--- config.mk ---
export PLATFORM = sky130hd
export DESIGN_NAME = axi_lite_csr_bank_flat
export DESIGN_NICKNAME = d
export VERILOG_FILES = /design/src/rtl/axi_lite_csr_bank_if.sv /design/src/rtl/axi_lite_csr_bank.sv /design/src/flat_wrapper.sv
export SDC_FILE = /design/constraint.sdc
export NUM_CORES = 2
export LEC_CHECK = 0
export BUFFER_PORTS_ARGS = -buffer_cell sky130_fd_sc_hd__buf_2
export CAP_MARGIN = 10
export CORE_AREA = 2 2 511 513
export CTS_CLUSTER_DIAMETER = 60
export DETAILED_ROUTE_END_ITERATION = 6
export DIE_AREA = 0 0 513 515
export PLACE_DENSITY_LB_ADDON = 0.08
export RECOVER_POWER = 100
export SLEW_MARGIN = 30
export SYNTH_ARGS = -nofsm -noshare
export SYNTH_HDL_FRONTEND = slang
export SYNTH_SLANG_ARGS = --single-unit
--- constraint.sdc ---
create_clock -name s_axi_aclk -period 2.3 [get_ports s_axi_aclk]
set_input_delay 0.23 -clock s_axi_aclk [delete_from_list [all_inputs] [get_ports s_axi_aclk]]
set_output_delay 0.23 -clock s_axi_aclk [all_outputs]
set_load 0.05 [all_outputs]
--- src/rtl/axi_lite_csr_bank_if.sv ---
// AXI4-Lite slave-side bundle for the CSR bank: five channels with master/slave views.
interface axi_lite_csr_bank_if #(
   parameter int unsigned ADDR_WIDTH = 8,
   parameter int unsigned DATA_WIDTH = 32
);
   logic [ADDR_WIDTH-1:0]   awaddr;
   logic [2:0]              awprot;
   logic                    awvalid;
   logic                    awready;
   logic [DATA_WIDTH-1:0]   wdata;
   logic [DATA_WIDTH/8-1:0] wstrb;
   logic                    wvalid;
   logic                    wready;
   logic [1:0]              bresp;
   logic                    bvalid;
   logic                    bready;
   logic [ADDR_WIDTH-1:0]   araddr;
   logic [2:0]              arprot;
   logic                    arvalid;
   logic                    arready;
   logic [DATA_WIDTH-1:0]   rdata;
   logic [1:0]              rresp;
   logic                    rvalid;
   logic                    rready;

   modport master (
      output awaddr, awprot, awvalid, input awready,
      output wdata, wstrb, wvalid, input wready,
      input bresp, bvalid, output bready,
      output araddr, arprot, arvalid, input arready,
      input rdata, rresp, rvalid, output rready
   );

   modport slave (
      input awaddr, awprot, awvalid, output awready,
      input wdata, wstrb, wvalid, output wready,
      output bresp, bvalid, input bready,
      input araddr, arprot, arvalid, output arready,
      output rdata, rresp, rvalid, input rready
   );
endinterface

--- src/rtl/axi_lite_csr_bank.sv ---
// AXI4-Lite CSR bank: byte-strobed RW registers followed by sampled RO status registers,
// with per-register commit/read strobes for the voice engine config logic.
module axi_lite_csr_bank #(
   parameter int unsigned            C_DATA_WIDTH = 32,
   parameter int unsigned            C_NUM_RW_REG = 34,
   parameter int unsigned            C_NUM_RO_REG = 2,
   parameter logic [C_DATA_WIDTH-1:0] C_RST_VAL   = '0,
   parameter int unsigned            C_ADDR_WIDTH = $clog2(C_NUM_RW_REG + C_NUM_RO_REG) + 2
) (
   input  logic                                 s_axi_aclk,
   input  logic                                 s_axi_aresetn,
   axi_lite_csr_bank_if.slave                   s_axi,
   output logic [C_NUM_RW_REG*C_DATA_WIDTH-1:0] rw_regs_out,
   input  logic [C_NUM_RO_REG*C_DATA_WIDTH-1:0] ro_regs_in,
   output logic [C_NUM_RW_REG-1:0]              wr_pulse,
   output logic [C_NUM_RO_REG-1:0]              rd_pulse
);

   localparam int unsigned NUM_REG = C_NUM_RW_REG + C_NUM_RO_REG;
   localparam int unsigned IDX_W   = C_ADDR_WIDTH - 2;
   localparam int unsigned STRB_W  = C_DATA_WIDTH / 8;
   localparam logic [1:0]  RESP_OKAY   = 2'b00;
   localparam logic [1:0]  RESP_SLVERR = 2'b10;
   localparam logic [1:0]  RESP_DECERR = 2'b11;

   typedef logic [C_NUM_RW_REG-1:0][C_DATA_WIDTH-1:0] rw_arr_t;
   typedef logic [C_NUM_RO_REG-1:0][C_DATA_WIDTH-1:0] ro_arr_t;

   // write path state
   logic                    aw_held_q, aw_held_d;
   logic                    w_held_q, w_held_d;
   logic [IDX_W-1:0]        awidx_q, awidx_d;
   logic [C_DATA_WIDTH-1:0] wdata_q, wdata_d;
   logic [STRB_W-1:0]       wstrb_q, wstrb_d;
   logic                    awready_q, awready_d;
   logic                    wready_q, wready_d;
   logic                    bvalid_q, bvalid_d;
   logic [1:0]              bresp_q, bresp_d;
   logic [C_NUM_RW_REG-1:0] wr_pulse_q, wr_pulse_d;
   rw_arr_t                 regs_q, regs_d;

   // read path state
   logic                    arready_q, arready_d;
   logic                    rvalid_q, rvalid_d;
   logic [C_DATA_WIDTH-1:0] rdata_q, rdata_d;
   logic [1:0]              rresp_q, rresp_d;
   logic [C_NUM_RO_REG-1:0] rd_pulse_q, rd_pulse_d;

   ro_arr_t          ro_c;
   logic             aw_hs, w_hs, ar_hs, commit;
   logic [IDX_W-1:0] ridx;
   logic             unused_c;

   assign ro_c     = ro_regs_in;
   assign aw_hs    = s_axi.awvalid & awready_q;
   assign w_hs     = s_axi.wvalid & wready_q;
   assign ar_hs    = s_axi.arvalid & arready_q;
   assign commit   = aw_held_q & w_held_q;
   assign ridx     = s_axi.araddr[C_ADDR_WIDTH-1:2];
   assign unused_c = ^{s_axi.awprot, s_axi.arprot, s_axi.awaddr[1:0], s_axi.araddr[1:0]};

   // next-state for both channels; the read path samples regs_q so a same-edge write is not visible
   always_comb begin
      aw_held_d  = aw_held_q;
      w_held_d   = w_held_q;
      awidx_d    = awidx_q;
      wdata_d    = wdata_q;
      wstrb_d    = wstrb_q;
      bvalid_d   = bvalid_q;
      bresp_d    = bresp_q;
      wr_pulse_d = '0;
      regs_d     = regs_q;
      rvalid_d   = rvalid_q;
      rdata_d    = rdata_q;
      rresp_d    = rresp_q;
      rd_pulse_d = '0;

      if (commit) begin
         aw_held_d = 1'b0;
         w_held_d  = 1'b0;
         bvalid_d  = 1'b1;
         if (32'(awidx_q) < C_NUM_RW_REG) begin
            bresp_d = RESP_OKAY;
            for (int unsigned k = 0; k < C_NUM_RW_REG; k++) begin
               if (32'(awidx_q) == k) begin
                  wr_pulse_d[k] = 1'b1;
                  for (int unsigned b = 0; b < STRB_W; b++) begin
                     if (wstrb_q[b]) regs_d[k][8*b +: 8] = wdata_q[8*b +: 8];
                  end
               end
            end
         end else if (32'(awidx_q) < NUM_REG) begin
            bresp_d = RESP_SLVERR;
         end else begin
            bresp_d = RESP_DECERR;
         end
      end else begin
         if (bvalid_q && s_axi.bready) bvalid_d = 1'b0;
         if (aw_hs) begin
            aw_held_d = 1'b1;
            awidx_d   = s_axi.awaddr[C_ADDR_WIDTH-1:2];
         end
         if (w_hs) begin
            w_held_d = 1'b1;
            wdata_d  = s_axi.wdata;
            wstrb_d  = s_axi.wstrb;
         end
      end

      if (ar_hs) begin
         rvalid_d = 1'b1;
         rdata_d  = '0;
         if (32'(ridx) < C_NUM_RW_REG) begin
            rresp_d = RESP_OKAY;
            for (int unsigned k = 0; k < C_NUM_RW_REG; k++) begin
               if (32'(ridx) == k) rdata_d = regs_q[k];
            end
         end else if (32'(ridx) < NUM_REG) begin
            rresp_d = RESP_OKAY;
            for (int unsigned m = 0; m < C_NUM_RO_REG; m++) begin
               if (32'(ridx) == C_NUM_RW_REG + m) begin
                  rdata_d       = ro_c[m];
                  rd_pulse_d[m] = 1'b1;
               end
            end
         end else begin
            rresp_d = RESP_DECERR;
         end
      end else if (rvalid_q && s_axi.rready) begin
         rvalid_d = 1'b0;
         rdata_d  = '0;
      end

      // readies stay low until the first edge after reset release
      awready_d = ~aw_held_d & ~bvalid_d;
      wready_d  = ~w_held_d & ~bvalid_d;
      arready_d = ~rvalid_d;
   end

   always_ff @(posedge s_axi_aclk or negedge s_axi_aresetn) begin
      if (!s_axi_aresetn) begin
         aw_held_q  <= 1'b0;
         w_held_q   <= 1'b0;
         awidx_q    <= '0;
         wdata_q    <= '0;
         wstrb_q    <= '0;
         awready_q  <= 1'b0;
         wready_q   <= 1'b0;
         bvalid_q   <= 1'b0;
         bresp_q    <= '0;
         wr_pulse_q <= '0;
         regs_q     <= {C_NUM_RW_REG{C_RST_VAL}};
         arready_q  <= 1'b0;
         rvalid_q   <= 1'b0;
         rdata_q    <= '0;
         rresp_q    <= '0;
         rd_pulse_q <= '0;
      end else begin
         aw_held_q  <= aw_held_d;
         w_held_q   <= w_held_d;
         awidx_q    <= awidx_d;
         wdata_q    <= wdata_d;
         wstrb_q    <= wstrb_d;
         awready_q  <= awready_d;
         wready_q   <= wready_d;
         bvalid_q   <= bvalid_d;
         bresp_q    <= bresp_d;
         wr_pulse_q <= wr_pulse_d;
         regs_q     <= regs_d;
         arready_q  <= arready_d;
         rvalid_q   <= rvalid_d;
         rdata_q    <= rdata_d;
         rresp_q    <= rresp_d;
         rd_pulse_q <= rd_pulse_d;
      end
   end

   assign s_axi.awready = awready_q;
   assign s_axi.wready  = wready_q;
   assign s_axi.bvalid  = bvalid_q;
   assign s_axi.bresp   = bresp_q;
   assign s_axi.arready = arready_q;
   assign s_axi.rvalid  = rvalid_q;
   assign s_axi.rdata   = rdata_q;
   assign s_axi.rresp   = rresp_q;
   assign rw_regs_out   = regs_q;
   assign wr_pulse      = wr_pulse_q;
   assign rd_pulse      = rd_pulse_q;

endmodule

--- src/flat_wrapper.sv ---
// flat-port wrapper written by rule: the top's interface ports become plain ports
module axi_lite_csr_bank_flat 
#(
   parameter int unsigned            C_DATA_WIDTH = 32,
   parameter int unsigned            C_NUM_RW_REG = 34,
   parameter int unsigned            C_NUM_RO_REG = 2,
   parameter logic [C_DATA_WIDTH-1:0] C_RST_VAL   = '0,
   parameter int unsigned            C_ADDR_WIDTH = $clog2(C_NUM_RW_REG + C_NUM_RO_REG) + 2
)
  (s_axi_aclk, s_axi_aresetn, rw_regs_out, ro_regs_in, wr_pulse, rd_pulse, s_axi_awaddr, s_axi_awprot, s_axi_awvalid, s_axi_awready, s_axi_wdata, s_axi_wstrb, s_axi_wvalid, s_axi_wready, s_axi_bresp, s_axi_bvalid, s_axi_bready, s_axi_araddr, s_axi_arprot, s_axi_arvalid, s_axi_arready, s_axi_rdata, s_axi_rresp, s_axi_rvalid, s_axi_rready);
  axi_lite_csr_bank_if #(.ADDR_WIDTH((8)), .DATA_WIDTH((32))) s_axi_i ();
  input  logic s_axi_aclk;
  input  logic s_axi_aresetn;
  output logic [C_NUM_RW_REG*C_DATA_WIDTH-1:0] rw_regs_out;
  input  logic [C_NUM_RO_REG*C_DATA_WIDTH-1:0] ro_regs_in;
  output logic [C_NUM_RW_REG-1:0] wr_pulse;
  output logic [C_NUM_RO_REG-1:0] rd_pulse;
  input wire logic [$bits(s_axi_i.awaddr)-1:0] s_axi_awaddr;
  input wire logic [$bits(s_axi_i.awprot)-1:0] s_axi_awprot;
  input wire logic [$bits(s_axi_i.awvalid)-1:0] s_axi_awvalid;
  output wire logic [$bits(s_axi_i.awready)-1:0] s_axi_awready;
  input wire logic [$bits(s_axi_i.wdata)-1:0] s_axi_wdata;
  input wire logic [$bits(s_axi_i.wstrb)-1:0] s_axi_wstrb;
  input wire logic [$bits(s_axi_i.wvalid)-1:0] s_axi_wvalid;
  output wire logic [$bits(s_axi_i.wready)-1:0] s_axi_wready;
  output wire logic [$bits(s_axi_i.bresp)-1:0] s_axi_bresp;
  output wire logic [$bits(s_axi_i.bvalid)-1:0] s_axi_bvalid;
  input wire logic [$bits(s_axi_i.bready)-1:0] s_axi_bready;
  input wire logic [$bits(s_axi_i.araddr)-1:0] s_axi_araddr;
  input wire logic [$bits(s_axi_i.arprot)-1:0] s_axi_arprot;
  input wire logic [$bits(s_axi_i.arvalid)-1:0] s_axi_arvalid;
  output wire logic [$bits(s_axi_i.arready)-1:0] s_axi_arready;
  output wire logic [$bits(s_axi_i.rdata)-1:0] s_axi_rdata;
  output wire logic [$bits(s_axi_i.rresp)-1:0] s_axi_rresp;
  output wire logic [$bits(s_axi_i.rvalid)-1:0] s_axi_rvalid;
  input wire logic [$bits(s_axi_i.rready)-1:0] s_axi_rready;
  assign s_axi_i.awaddr = s_axi_awaddr;
  assign s_axi_i.awprot = s_axi_awprot;
  assign s_axi_i.awvalid = s_axi_awvalid;
  assign s_axi_awready = s_axi_i.awready;
  assign s_axi_i.wdata = s_axi_wdata;
  assign s_axi_i.wstrb = s_axi_wstrb;
  assign s_axi_i.wvalid = s_axi_wvalid;
  assign s_axi_wready = s_axi_i.wready;
  assign s_axi_bresp = s_axi_i.bresp;
  assign s_axi_bvalid = s_axi_i.bvalid;
  assign s_axi_i.bready = s_axi_bready;
  assign s_axi_i.araddr = s_axi_araddr;
  assign s_axi_i.arprot = s_axi_arprot;
  assign s_axi_i.arvalid = s_axi_arvalid;
  assign s_axi_arready = s_axi_i.arready;
  assign s_axi_rdata = s_axi_i.rdata;
  assign s_axi_rresp = s_axi_i.rresp;
  assign s_axi_rvalid = s_axi_i.rvalid;
  assign s_axi_i.rready = s_axi_rready;
  axi_lite_csr_bank #(.C_DATA_WIDTH(C_DATA_WIDTH), .C_NUM_RW_REG(C_NUM_RW_REG), .C_NUM_RO_REG(C_NUM_RO_REG), .C_RST_VAL(C_RST_VAL), .C_ADDR_WIDTH(C_ADDR_WIDTH)) u_core (.s_axi_aclk(s_axi_aclk), .s_axi_aresetn(s_axi_aresetn), .s_axi(s_axi_i), .rw_regs_out(rw_regs_out), .ro_regs_in(ro_regs_in), .wr_pulse(wr_pulse), .rd_pulse(rd_pulse));
endmodule
==> flow_summary.yaml <==
worst_setup_path:
  cpMaxStageDelayCell: "dfrtp_1"
  path_cells: "nor3_1 -> nand4_1 -> buf_4 -> nor2_1 -> buf_4 -> nand2_1 -> buf_12 -> mux2_2"
  worstPathRequired_ns: 3.01
  worst_setup_path_start_kind: "register"
  cp_max_fo: 8
  crit_top_cell: "buf_4"
  cp.arrival_ns: 3.05
  cpPeakStageDelay_ns: 0.41
  critPathKind: "register to register"
  cp-end-kind: "register"
die:
  coreArea_mm2: 0.259
  die_area_mm2: 0.264
  die_h_um: 515
  io_pins: 1294
  die-width_um: 513
  rows: 187
  start_util_pct: 20.9
placement:
  gp_congestion: 0.908
  place_hpwl_mm: 348
  dp_cells: 9581
  portBuffers: 1283
  dpl_worst_slack_ns: -1.53
synth:
  synth_area_leaders: "dfrtp_1, mux2_2, a22oi_1"
  syn_area_per_cell_um2: 12.9
  synth_top_area_share_pct: 56.0
  netlist_area_mm2: 0.0540
  yosys.area.top_type: "dfrtp_1"
  yosys_register_bits: 1208
  ys_warn_count: 0
  synth_edf_count: 0
  synth-main-ff-cell: "dfrtp_1"
  synth_cell_types: 87
  synth_cells: 4199
  synth-async-reset-ratio_pct: 100
  synth-seq-area-share_pct: 56.0
  synth_nets: 4328
timing:
  grt_setup_unrepaired: "yes"
  hold_viol: 0
  post-route-period-util_pct: 102
  worst_pin_slew_ns: 1.36
  setup_viol: 11
  fin_crit_ns: 2.34
  fin_ws_ns: -0.0408
  clock_skew_ns: 0.0372
  final-max-slew-violation-count: 0
  slew_headroom_pct: 9.54
  max_freq_mhz: 427
routing:
  dr.pass1.iters: 7
  wl_mm: 439
  ant_nets: 0
  drt_iter0_drc: 4725
  viasPerCell: 5.13
  vias: 51300
  detail_route.wl_per_cell_um: 44.0
  drc: 4
cts:
  clkLatencyLatePin_ns: 0.84
  clock-sinks: 1208
  cts_tree: "yes"
  cts_made_buffers: 168
  cts_buffer_depth: 3
  htreeDepth: 4
  clockRootBuffer: "clkbuf_16"
  cts.clk_slew.worst_paths_ns: 0.06
pwr:
  powerDensity_mw_per_mm2: 1220
  vdd_drop_max_v: 0.000904
  power_mw: 97.9
  power.leakage_nw: 38.4
global_route:
  grt_first_pass_wirelength_mm: 559
  antenna_found_initial: 59
  grt_max_degree: 94
  grt_pass1_vias: 51000
  grt_usage_pct: 32.3
  grt_overflow: 0
layout:
  fillCellCount: 26900
  drive_gt1_share_pct: 43.7
  multi_input_area_mm2: 0.0231
  stdcell_count: 9992
  regArea_mm2: 0.0302
  syn_to_final_growth_pct: 48.2
  fin_nets: 6569
status:
  outcome: "complete, but fails checks"
  violations: "design-rule violations, negative setup slack"
min_path:
  hold_class: "input pin to register"
job:
  maxCapViolations: 0
## metrics by stage
| step | hold WS [ns] | utilization, % | area, um2 | TNS (ns) |
|---|---|---|---|---|
| CTS | 0.000885 | 31.4 | 81100 | -0.0843 |
| detailed placement | 0.173 | 28.8 | 74400 | -37.77 |
| global placement | 0.170 | 28.8 | 74400 | -40.02 |
| finish | 0.0400 | 30.9 | 80000 | -0.287 |
| global route | 0.00138 | 30.9 | 79900 | -2.71 |
| floorplan | -0.0656 | - | 54000 | 0 |
## cell families after synthesis
logic type	count (synthesis)	synth area share, %
flops	1208	56.0
mux	1159	24.2
compound gates	793	10.5
simple gates	736	6.80
buf+inv	303	2.49
## cell usage after synthesis, types with 8 or more instances
cell / instances
o211ai_1: 15
nor2_1: 123
mux2_2: 1133
a2111oi_0: 28
a22oi_1: 186
o221ai_1: 18
nor3_1: 38
clkbuf_1: 178
and3_1: 65
a211oi_1: 22
buf_2: 78
nor2b_1: 19
a221oi_1: 73
o22ai_1: 18
nand2b_1: 21
a22o_1: 17
a221o_1: 23
a21oi_1: 132
a32oi_1: 8
o21ai_1: 17
mux2i_1: 23
inv_1: 8
and2_1: 16
a222oi_1: 34
o21ai_0: 113
o2111ai_1: 13
nor4_1: 9
nand3_1: 69
buf_4: 9
a21o_1: 9
buf_6: 10
a31oi_1: 8
nand4_1: 31
dfrtp_1: 1208
nand2_1: 280
buf_1: 20
## metal layers
| metal | wire length [um] | GRT usage [%] | share of wire (%) | vias up |
|---|---|---|---|---|
| li1 | - | - | - | 20500 |
| met1 | 185000 | 41.7 | 42 | 27500 |
| met2 | 196000 | 50.6 | 45 | 2669 |
| met3 | 38900 | 10.0 | 8.9 | 556 |
| met4 | 18500 | 11.5 | 4.2 | 10 |
| met5 | 57 | 0 | 0.013 | - |
## power breakdown
| part | switching (mW) | leakage, nW | internal [mW] |
|---|---|---|---|
| clock | 11.1 | 2.75 | 15.9 |
| sequential | 6.63 | 16.7 | 26.2 |
| combinational | 30.1 | 19.0 | 7.94 |
## final timing paths
check                                                end  slack (ns)  cells past startpoint               start
worst max-delay path            u_core.rw_regs_out[1059]       -0.04                      8   u_core.awidx_q[4]
worst min-delay path              u_core.s_axi.rdata[14]        0.04                      3      ro_regs_in[14]
worst max register to register  u_core.rw_regs_out[1059]       -0.04                      8   u_core.awidx_q[4]
worst min register to register        u_core.wdata_q[16]        0.50                      1  u_core.wdata_q[16]
max in group asynchronous              u_core.awidx_q[0]        0.10                      4       s_axi_aresetn
min in group asynchronous        u_core.rw_regs_out[797]        0.90                      3       s_axi_aresetn
## layout make-up
cell class	count	share of cell area (%)
antenna	18	0.0563
clock buffer	236	6.06
clock inverter	66	1.01
inverter	8	0.0375
multi-input combinational	2688	28.9
sequential	1208	37.8
tap	3402	5.32
timing repair buffer	2366	20.8
## critical path: cells and delay by family (launching register included)
| kind | cells | cell delay [ns] |
|---|---|---|
| buf+inv | 3 | 0.69 |
| simple gates | 4 | 0.79 |
| mux | 1 | 0.28 |
| flops | 1 | 0.41 |
## placed cells by master (no fill, tap or decap), types with 22 or more instances in the layout
cell / netlist / layout
clkbuf_1: 178 / 991
nand2_1: 280 / 275
nor2_4: 3 / 30
nor2_1: 123 / 94
clkbuf_2: 0 / 119
mux2_2: 1133 / 1133
nand3_1: 69 / 63
o21ai_0: 113 / 108
nand4_1: 31 / 31
a221oi_1: 73 / 70
a221o_1: 23 / 23
buf_2: 78 / 223
nor3_1: 38 / 32
a22oi_1: 186 / 185
clkbuf_8: 0 / 32
buf_12: 0 / 248
and3_1: 65 / 61
dlygate4sd3_1: 0 / 73
dfrtp_1: 1208 / 1205
a222oi_1: 34 / 34
buf_4: 9 / 723
mux2i_1: 23 / 22
clkbuf_16: 0 / 171
a21oi_1: 132 / 130
## flip-flops by register name (all words and copies together), names as in the netlist
signal                count
u_core.wstrb_q            4
u_core.s_axi.wready       1
u_core.rd_pulse           2
u_core.aw_held_q          1
u_core.w_held_q           1
u_core.s_axi.awready      1
u_core.awidx_q            6
u_core.s_axi.arready      1
u_core.s_axi.bresp        2
u_core.wr_pulse          34
u_core.rw_regs_out     1088
u_core.s_axi.rvalid       1
u_core.s_axi.rresp        1
u_core.s_axi.rdata       32
u_core.wdata_q           32
u_core.s_axi.bvalid       1
## timing repair
item,4_1_cts,5_1_grt
gates cloned,0,0
setup buffers,7,10
gates resized for setup,51,56
hold buffers,74,0
pin swaps,6,20
hold endpoints to repair,820,0
setup endpoints to repair,219,619
(Power assumes the default switching activity.)
